File: src/rtl/minesweeper_pkg.sv
// Shared minesweeper definitions: placer state encoding, mine marker value
// and the cell index helper used by both the placer and the board.
package minesweeper_pkg;

  typedef enum logic [2:0] {
    IDLE  = 3'd0,
    CLEAR = 3'd1,
    PLACE = 3'd2,
    INC   = 3'd3,
    MARK  = 3'd4,
    DONE  = 3'd5
  } state_t;

  // Galois feedback taps for the 16-bit mine LFSR.
  localparam logic [15:0] LFSR_MASK = 16'hB400;

  // Marker for the default 4-bit cell; wider cells use mine_value().
  localparam logic [3:0] MINE_VALUE = 4'hF;

  // All-ones marker for a cell of bus_width bits. Neighbour counts never
  // exceed 8, so with at least 4 bits this value cannot alias a count.
  function automatic logic [31:0] mine_value(input int unsigned bus_width);
    return (32'd1 << bus_width) - 32'd1;
  endfunction

  // Row-major cell index, x fastest.
  function automatic int unsigned cell_idx(input int unsigned x,
                                           input int unsigned y,
                                           input int unsigned width);
    return y * width + x;
  endfunction

endpackage

File: src/rtl/mine_lfsr.sv
// Free-running 16-bit Galois LFSR that supplies mine candidates.
module mine_lfsr
  import minesweeper_pkg::*;
#(
  parameter logic [15:0] SEED = 16'hACE1
) (
  input  logic        clk,
  input  logic        reset,
  output logic [15:0] q
);

  // An all-zero register would lock up, so a zero seed becomes 1.
  localparam logic [15:0] SEED_NZ = (SEED == 16'h0000) ? 16'h0001 : SEED;

  // Shift right every cycle; fold the taps back in when a 1 falls out.
  always_ff @(posedge clk) begin
    if (reset) begin
      q <= SEED_NZ;
    end else if (q[0]) begin
      q <= (q >> 1) ^ LFSR_MASK;
    end else begin
      q <= q >> 1;
    end
  end

endmodule

File: src/rtl/mine_placer.sv
// Populates the board before play: clear every cell, pick NUM_MINES distinct
// mine cells (never the first-click cell), pulse incAdjacent once per mine,
// then stamp each mine cell with the all-ones marker.
module mine_placer
  import minesweeper_pkg::*;
#(
  parameter int          WIDTH     = 8,
  parameter int          HEIGHT    = 8,
  parameter int          BUS_WIDTH = 4,
  parameter int          NUM_MINES = 10,
  parameter logic [15:0] LFSR_SEED = 16'hACE1,
  localparam int         XW        = $clog2(WIDTH),
  localparam int         YW        = $clog2(HEIGHT)
) (
  input  logic                 clk,
  input  logic                 reset,
  input  logic                 start,
  input  logic [XW-1:0]        safeX,
  input  logic [YW-1:0]        safeY,
  output logic                 busy,
  output logic                 done,
  output logic                 writeEn,
  output logic                 incAdjacent,
  output logic [XW-1:0]        writeX,
  output logic [YW-1:0]        writeY,
  output logic [BUS_WIDTH-1:0] writeValue,
  output logic [2:0]           debug_state
);

  localparam int CELLS = WIDTH * HEIGHT;
  localparam int IW    = $clog2(CELLS);
  localparam int CW    = $clog2(CELLS + 1);
  localparam logic [BUS_WIDTH-1:0] MINE_VAL = BUS_WIDTH'(mine_value(BUS_WIDTH));
  localparam logic [IW-1:0]        LAST_IDX = IW'(CELLS - 1);
  localparam logic [CW-1:0]        MINES_CW = CW'(NUM_MINES);

  if (NUM_MINES < 1 || NUM_MINES > CELLS - 1) begin : g_bad_num_mines
    $error("mine_placer: NUM_MINES must be in 1..WIDTH*HEIGHT-1");
  end
  if (BUS_WIDTH < 4) begin : g_bad_bus_width
    $error("mine_placer: BUS_WIDTH must be at least 4");
  end

  // Handshake: start is a one-cycle request taken only while busy is low
  // (IDLE); busy rises the next cycle and stays high through the done pulse,
  // and any start seen while busy is dropped rather than queued.

  state_t              state;
  state_t              state_n;
  logic [IW-1:0]       idx;
  logic [CELLS-1:0]    bitmap;
  logic [CW-1:0]       count;
  logic [XW-1:0]       safe_x_r;
  logic [YW-1:0]       safe_y_r;
  logic [15:0]         lfsr_q;
  logic [XW-1:0]       cand_x;
  logic [YW-1:0]       cand_y;
  logic [IW-1:0]       cand_idx;
  logic                cand_in_range;
  logic                cand_ok;
  logic                idx_last;
  logic                walking;
  logic                unused_lfsr_bits;

  mine_lfsr #(
    .SEED (LFSR_SEED)
  ) u_lfsr (
    .clk   (clk),
    .reset (reset),
    .q     (lfsr_q)
  );

  assign cand_x           = lfsr_q[XW-1:0];
  assign cand_y           = lfsr_q[XW+YW-1:XW];
  assign unused_lfsr_bits = ^lfsr_q[15:XW+YW];
  assign cand_in_range    = (int'(cand_x) < WIDTH) && (int'(cand_y) < HEIGHT);
  assign cand_idx         = IW'(cell_idx(32'(cand_x), 32'(cand_y), WIDTH));
  assign idx_last         = (idx == LAST_IDX);
  assign walking          = (state == CLEAR) || (state == INC) || (state == MARK);

  // Candidate is usable when on the board, not already a mine, not the safe cell.
  always_comb begin
    cand_ok = 1'b0;
    if (cand_in_range) begin
      cand_ok = !bitmap[cand_idx] && !((cand_x == safe_x_r) && (cand_y == safe_y_r));
    end
  end

  // Next-state decode for the fill sequence.
  always_comb begin
    state_n = state;
    case (state)
      IDLE:    if (start)              state_n = CLEAR;
      CLEAR:   if (idx_last)           state_n = PLACE;
      PLACE:   if (count == MINES_CW)  state_n = INC;
      INC:     if (idx_last)           state_n = MARK;
      MARK:    if (idx_last)           state_n = DONE;
      DONE:                            state_n = IDLE;
      default:                         state_n = IDLE;
    endcase
  end

  // State register.
  always_ff @(posedge clk) begin
    if (reset) begin
      state <= IDLE;
    end else begin
      state <= state_n;
    end
  end

  // Datapath: safe-cell latch, bitmap, mine count and the scan counter.
  always_ff @(posedge clk) begin
    if (reset) begin
      idx      <= '0;
      bitmap   <= '0;
      count    <= '0;
      safe_x_r <= '0;
      safe_y_r <= '0;
    end else begin
      case (state)
        IDLE: begin
          if (start) begin
            safe_x_r <= safeX;
            safe_y_r <= safeY;
            count    <= '0;
          end
        end
        CLEAR: bitmap[idx] <= 1'b0;
        PLACE: begin
          // The count is registered, so the cycle that sees it full places nothing.
          if ((count != MINES_CW) && cand_ok) begin
            bitmap[cand_idx] <= 1'b1;
            count            <= count + CW'(1);
          end
        end
        default: ;
      endcase
      // The scan restarts at 0 whenever a state is left.
      if (state_n != state) begin
        idx <= '0;
      end else if (walking) begin
        idx <= idx + IW'(1);
      end
    end
  end

  // Board-side outputs, decoded only from registered state.
  always_comb begin
    busy        = (state != IDLE);
    done        = (state == DONE);
    writeEn     = (state == CLEAR) || ((state == MARK) && bitmap[idx]);
    incAdjacent = (state == INC) && bitmap[idx];
    writeValue  = ((state == MARK) && bitmap[idx]) ? MINE_VAL : '0;
    writeX      = XW'(int'(idx) % WIDTH);
    writeY      = YW'(int'(idx) / WIDTH);
    debug_state = state;
  end

endmodule
File: config.mk
export PLATFORM = sky130hd
export DESIGN_NAME = mine_placer
export DESIGN_NICKNAME = d
export VERILOG_FILES = /design/src/rtl/minesweeper_pkg.sv /design/src/rtl/mine_lfsr.sv /design/src/rtl/mine_placer.sv
export SDC_FILE = /design/constraint.sdc
export NUM_CORES = 1
export LEC_CHECK = 0
export CORE_MARGIN = 1
export CORE_UTILIZATION = 61
export CTS_CLUSTER_DIAMETER = 80
export DETAILED_ROUTE_END_ITERATION = 10
export HOLD_SLACK_MARGIN = 0.08
export PLACE_DENSITY_LB_ADDON = 0.05
export SYNTH_ARGS = -nofsm -noshare
export SYNTH_HDL_FRONTEND = slang
export SYNTH_HIERARCHICAL = 1
export SYNTH_SLANG_ARGS = --single-unit
File: constraint.sdc
create_clock -name clk -period 3.8 [get_ports clk]
set_clock_uncertainty 0.15 [all_clocks]
set_input_delay 0.57 -clock clk [delete_from_list [all_inputs] [get_ports clk]]
set_output_delay 0.57 -clock clk [all_outputs]
set_load 0.02 [all_outputs]
* Word-level counts from Yosys, hierarchy flattened
Index checks and enable logic that the tools add are counted.
** Word-level totals
- Output and inout port bits :: 17
- Input port bits :: 9
- Logic and storage cells :: 72
- Flip-flop bits (word level) :: 102
** Cells by class
- $add $sub $neg :: 3
- Reduce and logical (&&, ||, !) cells :: 20
- Magnitude comparators :: 4
- Bitwise gates (word level) :: 4
- Equal/unequal tests :: 13
- Multiplexer cells :: 21
** Operator list (count)
- $pmux 64 s2 :: 1
- $and 64x64->64 :: 1
- $mux 64 :: 1
- $not 64->64 :: 1
- $or 64x64->64 :: 1
- $mux 16 :: 1
- $mux 3 :: 5
- $pmux 3 s5 :: 1
- $lt 6x7->1 const B :: 2
- $mux 7 :: 2
- $pmux 7 s2 :: 1
- $bmux 1 s6 :: 2
- $demux 1 s6 :: 2
- $ge 6x1->1 const B :: 2
- $add 7x1->7 const B :: 1
- $eq 7x4->1 const B :: 1
- $logic_and 1x1->1 :: 7
- $ne 7x4->1 const B :: 1
- $add 6x1->6 const B :: 1
- $add 6x3->6 :: 1
- $eq 3x2->1 const B :: 2
- $eq 3x3->1 :: 2
- $eq 3x3->1 const B :: 2
- $eq 6x6->1 const B :: 1
- other kinds (14) :: 23

* Depth between registers and ports, before layout
Gate-level depths: netlist of run 1.
- Depth in word-level cells :: 8
- Depth in mapped cells :: 13
- Mapped depth without buffers :: 9

* Modules after synthesis
Netlist of run 1, hierarchy kept.
** By module, submodules not included
- mine_placer :: instances 1, sequential area each 1721.7 um2, cells an instance 629, area each 5242.5 um2
- mine_lfsr :: instances 1, sequential area each 320.3 um2, cells an instance 36, area each 462.9 um2

* Least setup slack after synthesis of run 1
Ideal clock, no wire load.
- Kind :: reg-to-output
- Start :: reg idx[1]
- End :: out writeValue[1]
- Required time :: 3080 ps
- Buffers on the path :: 4
- Arrival :: 2569 ps
- Cell stages (with the launch flop) :: 11
- Setup slack :: 511 ps
- Cells stage by stage :: dfxtp_1 > clkbuf_1 > clkbuf_1 > clkbuf_1 > a22oi_1 > a21oi_1 > o32ai_1 > nor3_1 > a211oi_1 > nor2_1 > buf_4
** On the way
- Word-level cells in the longest chain between the ends :: 4
** Ends and longest elaborated chain
- start, declared :: RTL line mine_placer.sv:50 : logic [IW-1:0] idx;
- start signal, assigned :: RTL line mine_placer.sv:143 : idx <= idx + IW'(1);
- $bmux 1 s6 :: RTL line mine_placer.sv:154 : writeValue = ((state == MARK) && bitmap[idx]) ? MINE_VAL : '0;
- $mux 1 (implied by the code) :: RTL line mine_placer.sv:154
- $logic_and 1x1->1 :: RTL line mine_placer.sv:154
- $mux 4 :: RTL line mine_placer.sv:154
- end, declared :: RTL line mine_placer.sv:26 : output logic [BUS_WIDTH-1:0] writeValue,
No other way between the ends. The select of a mux whose other input is x is not followed.

* Final worst setup path of run 1
- Start :: reg idx[1]
- End :: out incAdjacent
** On the way
- Word-level cells in the longest chain between the ends :: 3
** Ends and longest elaborated chain
- $bmux 1 s6 :: RTL line mine_placer.sv:153 : incAdjacent = (state == INC) && bitmap[idx];
- $mux 1 (implied by the code) :: RTL line mine_placer.sv:153
- $logic_and 1x1->1 :: RTL line mine_placer.sv:153
- end, declared :: RTL line mine_placer.sv:23 : output logic incAdjacent,
No other way between the ends. The select of a mux whose other input is x is not followed.

==> metrics, run 1 <==
Post-Syn Instances=665; Peak Freq=0.278 GHz; uppermost routed layer=met4; Worst path most repeated cell=nor2_1; maximum clock insertion buffer count=2; die area=0.00974 mm²; Vias per Instance=7.20; CP Data Arrival Time=2.87 ns; drt wl/cell=23.5 µm; status=completed; CP required=3.08 ns; final setup vio count=0; DRC violation count after routing=0; TritonRoute pass-1 iters=5; vias in the first global route=5314; Fin Setup TNS=0 ns; synth top area cells=dfxtp_1, a21oi_1, a32oi_1; worst r2r src=u_lfsr/q[1]$_SDFF_PP0_; RSZ-0062 raised after global routing=false; slew margin rel.=31.4%; CTS tree=done; post-CTS setup repair buffer count=0; Post-synth EDFFs=0; CTS Buf Count=9; Routed Antenna Nets=0; antenna violations before repair=0; PortBufs=25; Setup WS post-layout=0.206 ns; critical path capture point type=primary output; GP Congestion=0.994; critical path type=register to primary output; CTS Hold Bufs=0; first-pass GRT wire length=29300 µm; Startpoint Class=register; Detailed Place HPWL=13100 µm; #FFs+latches synth=a little over 100; Buf+Inv Stages, Crit Path=2; synth-to-layout area growth=9.82%; Seq/Total Area, Yosys=35.8%; DR iter-0 viols=707; synthesized area=0.00571 mm²; All-Layer GR Usage=approximately two fifths; CTS Root Cell=clkbuf_8; Synth Warn #=6; Min-Delay Path Class=register to register; Final Net Count=686; WL met3=2230 µm; worst setup path startpoint=idx[1]$_SDFFE_PP0P_; slowest library cell on the worst path=clkdlybuf4s50_1; final WL=18400 µm; critical-path cell list=buf_4, mux2_2, a221oi_1, a21oi_1, nor2_1, o21ai_0, a211oi_2, nor2_1, clkdlybuf4s50_1; period utilization=a little over nine tenths; met2 WL post-DR=8000 µm; Mapped Avg Cell Area=8.58 µm²; prevailing post-synth register cell=dfxtp_1; TritonCTS Sinks=102; WL met1=7390 µm; GRT overflow=0; net count after synthesis=between 600 and 700; io pins=26; Die Ht=98.7 µm; final slew viol count=0; leakage=around 2.3 nW; post-synth cell types=69; Worst VDD drop=about 0.23 mV; Max-cap violations=0; Clock transition at path regs=0.11 ns; top cell type's share of synthesized area=35.8%; layout cells sized above 1=12.2%; Placement Rows=34; Hold Path Origin=u_lfsr/q[7]$_SDFF_PP1_; DR vias=5660; Die Width=98.7 µm; slowest stage delay, CP=~0.54 ns; clk_lat worst skew=0.38 ns; largest net degree at the start of global routing=39; Core Area=a little under 0.009 mm²; pwr dens=~320 mW/mm²; min cycle time layout=3.59 ns; asr flop ratio synth=0%; H-tree Lvls=3; worst-margin pin slew=1.03 ns; area leader, netlist=dfxtp_1; worst-path fanout max=13; diode count=0; Final Hold Vio Count=0; Initial Util=64.2%; CP delay by family, top=buffers and inverters; pre-CTS setup slack=0.229 ns
[sequential cells by signal, indices dropped and copies added, names as in the netlist]
name	count
u_lfsr/q	16
bitmap	64
safe_x_r	3
debug_state	3
idx	6
count	7
safe_y_r	3
[where the power goes]
part / switching (mW) / internal [mW] / total (mW)
sequential: 0.0231 / 1.09 / 1.11
combinational: 0.131 / 0.0781 / 0.209
clock: 0.411 / 0.249 / 0.660
total: 0.565 / 1.41 / 1.98
[synth_stat cells (13+ instances only)]
cell / number
inv_1: 13
a21oi_1: 66
nor3_1: 15
clkbuf_1: 31
o21ai_0: 16
mux2i_1: 20
nor2b_1: 24
a22oi_1: 14
a211oi_1: 15
nand2_1: 46
nor2_1: 41
nand3_1: 14
a31oi_1: 26
a32oi_1: 32
dfxtp_1: 102
[worst paths after layout]
path	cells past startpoint	slack, ns	to
setup / recovery	9	0.21	incAdjacent
hold / removal	1	0.27	u_lfsr/q[6]$_SDFF_PP1_
setup reg to reg	7	0.30	bitmap[15]$_SDFFE_PP0P_
hold reg to reg	1	0.27	u_lfsr/q[6]$_SDFF_PP1_
[worst register-to-register path, cell delays in order (launching register included)]
cell	delay [ns]
dfxtp_1	0.94
nor2b_1	0.26
a32oi_1	0.29
o221a_2	0.25
o2111ai_1	0.19
nand4b_4	0.38
a2111oi_4	0.74
a21oi_1	0.17
[layer usage]
metal	up-vias	global-route usage, %
li1	2530	-
met1	2643	53.0
met2	419	59.2
met3	68	9.65
met4	0	19.7
met5	-	0
[cells in the final DEF, fill, tap and decap left out, types with 14 or more instances in the layout]
cell | Yosys | final
nand3_1 | 14 | 14
a32oi_1 | 32 | 32
mux2i_1 | 20 | 20
a22oi_1 | 14 | 14
nor3_1 | 15 | 15
nor2b_1 | 24 | 21
o21ai_0 | 16 | 16
nor2_1 | 41 | 39
a211oi_1 | 15 | 14
nand2_1 | 46 | 46
a21oi_1 | 66 | 66
dfxtp_1 | 102 | 99
clkdlybuf4s50_1 | 0 | 19
buf_4 | 8 | 32
a31oi_1 | 26 | 26
[what timing repair did]
item                                    CTS  global route
endpoints found under the setup margin    6             6
endpoints found under the hold margin     0             0
gates resized for setup                   2            14
[cells by family after synthesis]
family	synth area share, %
buffers and inverters	6.25
AO/OA/AOI/OAI	27.9
AND/OR/NAND/NOR	20.2
adder cells (fa/ha/maj)	0.658
flip-flops	35.8
multiplexers	6.86
XOR/XNOR	2.30
[area by class of cell]
| class | count | area (µm²) |
|---|---|---|
| clock inverter | 6 | 56.3 |
| multi-input combinational | 488 | 3330 |
| clock buffer | 9 | 124 |
| timing repair buffer | 59 | 520 |
| fill | 734 | 2630 |
| tap | 108 | 135 |
| sequential | 102 | 2050 |
| inverter | 14 | 52.6 |
[stage by stage]
stage	hold slack (ns)	instance area [µm²]	power (mW)	std cells	utilization, %
after floorplan	0.233	5710	1.27	665	-
after global placement	0.236	6040	1.33	771	67.9
after detailed placement	0.245	6040	1.33	771	67.9
after CTS	0.276	6220	1.97	786	70.0
after global routing	0.280	6270	2.04	786	70.5
final	0.269	6270	1.98	786	70.5
Note: power is estimated with default switching activity, not from simulation.
==> run 2, diff against run 1 <==
- PLACE_DENSITY: default -> 0.89
- PLACE_DENSITY_LB_ADDON: 0.05 -> default
==> run 2 against run 1 <==
Non-clock buffer count is 7 higher. Clock power is 7.6% higher. Final cell count is 1.0% higher. First-iteration DRC count is 13% higher. Core utilization is 1.0 points higher. Cell area is 1.5% higher. Sequential share of layout area is 0.51 points lower. Via count is 3.2% higher. Power is 3.1% higher. Largest power group unchanged.
==> metrics, run 2 (synthesized netlist as in run 1, its figures left out) <==
Clock transition at path regs=0.12 ns (was 0.11 ns); Fin Setup TNS=0 ns (unchanged); Routed Antenna Nets=0 (unchanged); commonest non-fill, non-tap cells in the layout=dfxtp_1, a21oi_1, nand2_1, nor2_1, buf_4 (was dfxtp_1, a21oi_1, nand2_1, nor2_1); Detailed Place HPWL=13400 µm (was 13100 µm); All-Layer GR Usage=40.0% (was 39.4%); Startpoint Class=register (unchanged); CTS Root Cell=clkbuf_8 (unchanged); worst hold slack=0.281 ns (was 0.269 ns); CTS tree=done (unchanged); CTS Hold Bufs=0 (unchanged); Resized cells post-CTS=1 (was 2); H-tree Lvls=3 (unchanged); Reg area=0.00204 mm² (was 0.00205 mm²); Die Width=98.7 µm (unchanged); layout cells sized above 1=12.7% (was 12.2%); Core Area=0.00889 mm² (unchanged); vias in the first global route=5439 (was 5314); CP required=3.08 ns (about the same); DR iter-0 viols=802 (was 707); leakage=2.34 nW (was 2.28 nW); period utilization=94.9% (was 94.6%); diode count=0 (unchanged); die area=0.00974 mm² (unchanged); dpl cells=778 (was 771); final slew viol count=0 (unchanged); critical path type=register to primary output (unchanged); DR vias=5839 (was 5660); Min-Delay Path Class=register to register (unchanged); post-CTS setup repair buffer count=0 (unchanged); GP Congestion=1.09 (was 0.994); clk_lat worst skew=0.39 ns (was 0.38 ns); pwr dens=321 mW/mm² (was 316 mW/mm²); commonest non-fill, non-tap cell in the layout=dfxtp_1 (unchanged); Peak Freq=0.277 GHz (was 0.278 GHz); slew margin rel.=30.6% (was 31.4%); worst-margin pin slew=1.03 ns (about the same); biggest registers after layout=bitmap x64, u_lfsr/q x16, count x7 (unchanged); Placement Rows=34 (unchanged); final setup vio count=0 (unchanged); final WL=19100 µm (was 18400 µm); Final Hold Vio Count=0 (unchanged); critical path capture point type=primary output (unchanged); Vias per Instance=7.35 (was 7.20); CTS Buf Count=9 (unchanged); Max-cap violations=0 (unchanged); TritonRoute pass-1 iters=6 (was 5); worst-path fanout max=3 (was 13); DRC violation count after routing=0 (unchanged); RSZ-0062 raised after global routing=false (unchanged); status=completed (unchanged); GRT overflow=0 (unchanged); maximum clock insertion buffer count=2 (unchanged); FILL cells=698 (was 734); first-pass GRT wire length=30000 µm (was 29300 µm); Die Ht=98.7 µm (unchanged); synth-to-layout area growth=11.4% (was 9.82%); largest net degree at the start of global routing=44 (was 39); Non-Filler Instances=794 (was 786); drt wl/cell=24.1 µm (was 23.5 µm); CP Data Arrival Time=2.89 ns (was 2.87 ns); max FFs per register=64 (unchanged); min cycle time layout=3.61 ns (was 3.59 ns); Final Net Count=693 (was 686); TritonCTS Sinks=102 (unchanged); Worst VDD drop=0.258 mV (was 0.232 mV); io pins=26 (unchanged); multi-input logic area=0.00332 mm² (was 0.00333 mm²); Reg with most FFs=bitmap (unchanged); antenna violations before repair=1 (was 0); Initial Util=64.2% (unchanged); PortBufs=25 (unchanged)
[run 2: routing by layer]
metal	GRT usage (%)	part of all wire (%)	vias up
li1	-	-	2535
met1	53.4	38	2704
met2	59.5	43	473
met3	8.94	13	125
met4	23.5	6.6	2
met5	0	0.068	-
[run 2: worst paths after layout]
| kind | startpoint | to | slack [ns] | depth (start not counted) |
|---|---|---|---|---|
| setup / recovery | idx[0]$_SDFFE_PP0P_ | incAdjacent | 0.19 | 8 |
| setup reg to reg | u_lfsr/q[1]$_SDFF_PP0_ | bitmap[11]$_SDFFE_PP0P_ | 0.49 | 8 |
| hold / removal | u_lfsr/q[6]$_SDFF_PP1_ | u_lfsr/q[5]$_SDFF_PP1_ | 0.28 | 1 |
| hold reg to reg | u_lfsr/q[6]$_SDFF_PP1_ | u_lfsr/q[5]$_SDFF_PP1_ | 0.28 | 1 |
[run 2: worst max-delay path, cell delays in order, from the launching register on]
cell             delay, ns
dfxtp_1               0.43
mux4_2                0.52
mux2_2                0.29
o221ai_1              0.18
o21ai_0               0.12
a211oi_1              0.22
buf_4                 0.17
nor2_1                0.04
clkdlybuf4s50_1       0.53
[run 2: report_power, final]
group	switching (mW)	internal (mW)	leakage (nW)
sequential	0.0225	1.09	0.827
combinational	0.138	0.0840	1.40
clock	0.444	0.266	0.106
[run 2: final cells by class]
class,count,area share (%)
clock inverters,7,1.40
repair buffers,66,9.35
well taps,108,2.13
clock buffers,9,1.95
flip-flops and latches,102,32.1
inverters,14,0.885
multi-input cells,488,52.2
[run 2: through the flow]
stage                     setup WS, ns  total power, mW  area [µm²]  utilization [%]
after floorplan                  0.511             1.27        5710                -
after global placement           0.506             1.34        6120             68.8
after detailed placement         0.395             1.35        6120             68.8
after CTS                       0.0151             2.04        6330             71.2
after global routing            0.0603             2.11        6360             71.5
final                            0.194             2.04        6360             71.5
==> run 3, diff against run 2 <==
- CORE_MARGIN: 1 -> default
==> results of run 3 <==
No change in the layout: final DEF, timing and power equal those of run 2.
